[src/rtl/pwm_generator_if.sv]
// Duty-offer handshake between a duty source (master) and the PWM block (slave).
interface pwm_generator_if #(
  parameter int R = 4
);
  logic [R:0] duty;
  logic       duty_valid;
  logic       duty_ready;

  modport master (output duty, output duty_valid, input duty_ready);
  modport slave  (input duty, input duty_valid, output duty_ready);
endinterface

[src/rtl/pwm_generator.sv]
// PWM generator with a 2^R-tick period, double-buffered duty and a graceful
// stop that always completes the period in progress.
//
// state | meaning
// ------+-------------------------------------------------------------
// IDLE  | stopped, cnt held at 0, pwm_out low, duty offers go straight
//       | into duty_act
// RUN   | counting on tick, pwm_out = (cnt < duty_act)
// STOP  | stop requested, still counting; leaves for IDLE at the period
//       | boundary unless en returns first
module pwm_generator #(
  parameter int R = 4
) (
  input  logic           clk,
  input  logic           rst_n,
  input  logic           tick,
  input  logic           en,
  pwm_generator_if.slave duty_if,
  output logic           pwm_out,
  output logic           period_done,
  output logic           busy
);

  localparam logic [R-1:0] CNT_MAX  = '1;
  localparam logic [R:0]   DUTY_MAX = {1'b1, {R{1'b0}}};

  typedef enum logic [1:0] {IDLE, RUN, STOP} state_t;

  state_t       state, state_nxt;
  logic [R-1:0] cnt, cnt_nxt;
  logic [R:0]   duty_act, duty_act_nxt;
  logic [R:0]   duty_pend, duty_pend_nxt;
  logic         pend_valid, pend_valid_nxt;
  logic         pwm_nxt;
  logic         active, boundary, accept;
  logic [R:0]   duty_sat;

  assign duty_if.duty_ready = !pend_valid;
  assign period_done        = boundary;

  // Next-state, counter, duty buffering and waveform decode.
  always_comb begin
    state_nxt      = state;
    cnt_nxt        = cnt;
    duty_act_nxt   = duty_act;
    duty_pend_nxt  = duty_pend;
    pend_valid_nxt = pend_valid;

    active   = (state != IDLE);
    boundary = active && tick && (cnt == CNT_MAX);
    accept   = duty_if.duty_valid && !pend_valid;
    duty_sat = (duty_if.duty > DUTY_MAX) ? DUTY_MAX : duty_if.duty;

    case (state)
      IDLE:    if (en) state_nxt = RUN;
      RUN:     if (!en) state_nxt = STOP;
      STOP: begin
        if (en)            state_nxt = RUN;
        else if (boundary) state_nxt = IDLE;
      end
      default: state_nxt = IDLE;
    endcase

    if (state_nxt == IDLE)    cnt_nxt = '0;
    else if (active && tick)  cnt_nxt = cnt + R'(1);

    if (!active) begin
      if (accept) duty_act_nxt = duty_sat;
    end else begin
      // duty_act only moves on a boundary, so a period never changes shape
      if (boundary && pend_valid) begin
        duty_act_nxt   = duty_pend;
        pend_valid_nxt = 1'b0;
      end
      if (accept) begin
        duty_pend_nxt  = duty_sat;
        pend_valid_nxt = 1'b1;
      end
    end

    // A value accepted on the very boundary that drops us into IDLE would
    // otherwise sit pending with duty_ready low forever; promote it instead.
    if (active && (state_nxt == IDLE) && pend_valid_nxt) begin
      duty_act_nxt   = duty_pend_nxt;
      pend_valid_nxt = 1'b0;
    end

    pwm_nxt = (state_nxt != IDLE) && ({1'b0, cnt_nxt} < duty_act_nxt);
  end

  // State, counter, duty and output registers.
  always_ff @(posedge clk or negedge rst_n) begin
    if (!rst_n) begin
      state      <= IDLE;
      cnt        <= '0;
      duty_act   <= '0;
      duty_pend  <= '0;
      pend_valid <= 1'b0;
      pwm_out    <= 1'b0;
      busy       <= 1'b0;
    end else begin
      state      <= state_nxt;
      cnt        <= cnt_nxt;
      duty_act   <= duty_act_nxt;
      duty_pend  <= duty_pend_nxt;
      pend_valid <= pend_valid_nxt;
      pwm_out    <= pwm_nxt;
      busy       <= (state_nxt != IDLE);
    end
  end

endmodule

[src/flat_wrapper.sv]
// flat-port wrapper written by rule: the top's interface ports become plain ports
module pwm_generator_flat 
#(
  parameter int R = 4
)
  (clk, rst_n, tick, en, pwm_out, period_done, busy, duty_if_duty, duty_if_duty_valid, duty_if_duty_ready);
  pwm_generator_if #(.R(R)) duty_if_i ();
  input  logic clk;
  input  logic rst_n;
  input  logic tick;
  input  logic en;
  output logic pwm_out;
  output logic period_done;
  output logic busy;
  input wire logic [$bits(duty_if_i.duty)-1:0] duty_if_duty;
  input wire logic [$bits(duty_if_i.duty_valid)-1:0] duty_if_duty_valid;
  output wire logic [$bits(duty_if_i.duty_ready)-1:0] duty_if_duty_ready;
  assign duty_if_i.duty = duty_if_duty;
  assign duty_if_i.duty_valid = duty_if_duty_valid;
  assign duty_if_duty_ready = duty_if_i.duty_ready;
  pwm_generator #(.R(R)) u_core (.clk(clk), .rst_n(rst_n), .tick(tick), .en(en), .duty_if(duty_if_i), .pwm_out(pwm_out), .period_done(period_done), .busy(busy));
endmodule
[config.mk]
export PLATFORM = sky130hd
export DESIGN_NAME = pwm_generator_flat
export DESIGN_NICKNAME = d
export VERILOG_FILES = /design/src/rtl/pwm_generator_if.sv /design/src/rtl/pwm_generator.sv /design/src/flat_wrapper.sv
export SDC_FILE = /design/constraint.sdc
export NUM_CORES = 1
export LEC_CHECK = 0
export CAP_MARGIN = 40
export CORE_ASPECT_RATIO = 1.1
export CORE_MARGIN = 1.5
export CORE_UTILIZATION = 50
export DETAILED_ROUTE_END_ITERATION = 7
export DONT_BUFFER_PORTS = 1
export GPL_TIMING_DRIVEN = 0
export PLACE_DENSITY = 0.62
export SETUP_SLACK_MARGIN = 0.3
export SYNTH_ARGS = -nofsm -noshare
export SYNTH_HDL_FRONTEND = slang
export SYNTH_SLANG_ARGS = --single-unit
[constraint.sdc]
create_clock -name clk -period 3.4 [get_ports clk]
set_input_delay 0.17 -clock clk [delete_from_list [all_inputs] [get_ports clk]]
set_output_delay 0.17 -clock clk [all_outputs]
set_load 0.05 [all_outputs]
==> impl_metrics.csv <==
group,metric,value,unit
outcome,status,"finished clean",
worst_setup_path,worst_r2r_end,"u_core.pwm_out",
placement,globalplace.congestion,0.823,
clocking,cts_made_buffers,3,
worst_setup_path,cp_max_fo,8,
detailed_routing,met2RoutedLength,1250,um
placement,numPlacedInstances,144,
detailed_routing,initialDrtViolationCount,19,
timing,setup-violations-final,0,
global_routing,grt_start_max_net_pins,20,
timing,layout_setup_ws,480,ps
yosys,post_synth.cell_area_avg,10.4,sq um
worst_setup_path,critical_path_arrival,3130,ps
worst_setup_path,startpoint_type,"flop",
detailed_routing,met1_length,1160,um
worst_setup_path,worstReg2RegStart,"u_core.cnt[0]",
clocking,insertion_delay_of_the_later_clocked_pin_in_the_worst_skew_pair,300,ps
clocking,cts_tree,"yes",
timing,timing.final.hold_violations,0,
run,maxCapViolCount,0,
global_routing,grt_use_total,21.6,%
global_routing,globalRouteOverflowTotal,0,
timing,timing.setup.tns,0,ps
detailed_routing,highest_layer,"met4",
timing,max-slew-margin-rel,65.5,%
clocking,clock_root_buffer,"clkbuf_4",
floorplanning,start_util,52.6,%
detailed_routing,drt_drc_violations_left,0,
worst_hold_path,min-delay-start,"en",
clocking,clk_pin_slew_worst_paths,110,ps
timing,worst_pin_slew,518,ps
detailed_routing,via_count,911,
timing,slew_viol_final,0,
timing,fin_skew,5.08,ps
yosys,synth_cells,114,
detailed_routing,drtPass1Iterations,4,
worst_setup_path,ff2ff_setup_slack,480,ps
yosys,synthMostInstantiatedCell,"dfrtp_1",
layout,antenna-diode-count,0,
global_routing,via_count_of_the_first_global_routing_pass,917,
detailed_routing,drt-vias-per-instance,6.03,
placement,place.port_buffers,0,
worst_setup_path,reg2regPathDepth,10,
power_and_ir_drop,p_per_area,553,nW/um^2
detailed_routing,met3RoutedLength,94,um
clocking,postCtsSetupBuffers,0,
floorplanning,ioPinCount,14,
detailed_routing,routed_wirelength,2560,um
yosys,postSynthNetCount,128,
worst_hold_path,hold_path_depth,2,
yosys,synth_largest_area_cell,"dfrtp_1",
yosys,synth_common_cells,"19 x dfrtp_1, 7 x inv_1, 7 x nor2_1",
yosys,synth_enable_flop_cells,0,
placement,placement.setup.worst_slack,373,ps
yosys,dominantRegCellSynth,"dfrtp_1",
worst_hold_path,worst_hold_path_type,"primary input to flop",
floorplanning,die_w,49.4,um
worst_hold_path,whs_endpoint,"u_core.state[0]",
floorplanning,die_h,54.0,um
yosys,synth_top_area_share,40.2,%
global_routing,grt_first_pass_wirelength,4320,um
yosys,synth_cell_type_count,39,
layout,layout.nets,136,
layout,layout-drive-gt1-share,19.0,%
clocking,clk_path_buf_depth,2,
layout,areaGrowthSynthToFinish,10.0,%
yosys,synth_warnings,0,
worst_setup_path,critical_path_class,"flop to flop",
timing,finalCritPeriodShare,85.9,%
floorplanning,floorplan.die_area,2670,sq um
detailed_routing,drt.antenna.violating_nets,0,
clocking,numClockSinks,19,
yosys,syn_area,1180,sq um
yosys,synth-seq-cells,19,
worst_setup_path,timing.critical_path.required,3610,ps
floorplanning,design.core.area,2250,sq um
layout,final_util,57.8,%
layout,number_of_cells_in_the_finished_layout_apart_from_fillers,151,
yosys,synthTopCellsByArea,"dfrtp_1 40%, mux2_2 5.7%, ha_1 4.2%",
placement,hpwl,1810,um
worst_setup_path,worstSetupEndpointType,"flop",
detailed_routing,per_cell_routed_wire_length,16.9,um
power_and_ir_drop,power_leakage,0.608,nW
clocking,clock_tree.htree_level_count,1,
global_routing,antenna_found_initial,0,
power_and_ir_drop,vdd_drop_max,0.293,mV
timing,grt_setup_unrepaired,"false",
yosys,sequential_share_of_the_synthesized_area,40.2,%
floorplanning,row_cnt,18,
yosys,async_flop_share,100,%
timing,final.min_clock_period,2920,ps
timing,highest_clock_rate,343,MHz
[cell usage in the layout (no fill, tap or decap), types with 2 or more instances in the layout]
| cell type | instances |
|---|---|
| dfrtp_1 | 19 |
| nor2_1 | 7 |
| inv_1 | 7 |
| nor2b_1 | 6 |
| mux2_2 | 6 |
| a21oi_1 | 5 |
| nand2_1 | 5 |
| o21a_1 | 4 |
| and2_1 | 4 |
| a221o_1 | 4 |
| mux2i_1 | 4 |
| ha_1 | 4 |
| nand2b_1 | 3 |
| o21ai_0 | 3 |
| clkbuf_4 | 3 |
| buf_2 | 2 |
| or2_2 | 2 |
| nand3_1 | 2 |
| o211ai_1 | 2 |
| xor2_1 | 2 |
| a21o_1 | 2 |
| a221oi_2 | 2 |
| a211oi_1 | 2 |
| dlygate4sd3_1 | 2 |
[report_power, final]
group	switching (W)	internal, W
clock network	0.0000732	0.0000458
registers	0.0000617	0.000287
logic	0.000135	0.000118
total	0.000270	0.000450
[logic make-up (layout without fill, tap and decap cells)]
group                    count (synthesis)  in the layout  share of synthesized area, %
adder cells (fa/ha/maj)                  4              4                          4.23
AO/OA/AOI/OAI                           30             30                          20.9
buffers and inverters                   10             17                          4.02
flip-flops                              19             19                          40.2
AND/OR/NAND/NOR                         38             38                          19.3
multiplexers                            10             10                          9.09
XOR/XNOR                                 3              3                          2.22
[layer usage]
layer,global-route usage (%),vias to the layer above
met5,0,-
met4,8.80,0
met3,5.28,5
met2,38.1,18
met1,25.7,453
li1,-,435
[through the flow]
step / cell area [sq um] / total power, W / hold WS (ps)
after floorplan: 1180 / 0.000537 / -126
after global placement: 1220 / 0.000581 / -125
after detailed placement: 1220 / 0.000589 / -125
after CTS: 1270 / 0.000717 / 5.92
after global routing: 1300 / 0.000768 / 7.35
final: 1300 / 0.000720 / 14.4
[repair_timing]
item                       CTS  global route
hold endpoints to repair    20             0
hold buffers                 2             0
setup endpoints to repair    0             1
resized for setup            0             2
[area by class of cell]
| type | instances | area [sq um] |
|---|---|---|
| Inverter | 7 | 26.3 |
| Fill cell | 216 | 950 |
| Tap cell | 30 | 37.5 |
| Multi-Input combinational cell | 85 | 681 |
| Sequential cell | 19 | 475 |
| Clock buffer | 4 | 26.3 |
| Buffer | 3 | 21.3 |
| Timing Repair Buffer | 3 | 35.0 |
[worst max-delay path, stage by stage (launching register included)]
cell and delay, ps:
dfrtp_1 440, ha_1 240, and3_1 210, and4_1 280, nor2_4 270, mux2i_1 270
ha_1 270, a21o_1 170, a211oi_1 220, o211ai_1 160, a221oi_2 280
[sequential cells by signal (all words and copies together), names as in the netlist]
signal	count
u_core.duty_pend	5
u_core.cnt	4
u_core.duty_act	5
u_core.busy	1
u_core.pend_valid	1
u_core.state	2
u_core.pwm_out	1
[how the worst max path moves through the flow]
stage / start / to / slack (ps)
5_1_grt: u_core.cnt[0] / u_core.pwm_out / 300
6_report: u_core.cnt[0] / u_core.pwm_out / 480
3_3_place_gp: u_core.pend_valid / u_core.pwm_out / 380
3_5_place_dp: u_core.pend_valid / u_core.pwm_out / 370
2_1_floorplan: u_core.cnt[0] / u_core.pwm_out / 890
4_1_cts: u_core.pend_valid / u_core.pwm_out / 330
(Power assumes the default switching activity.)
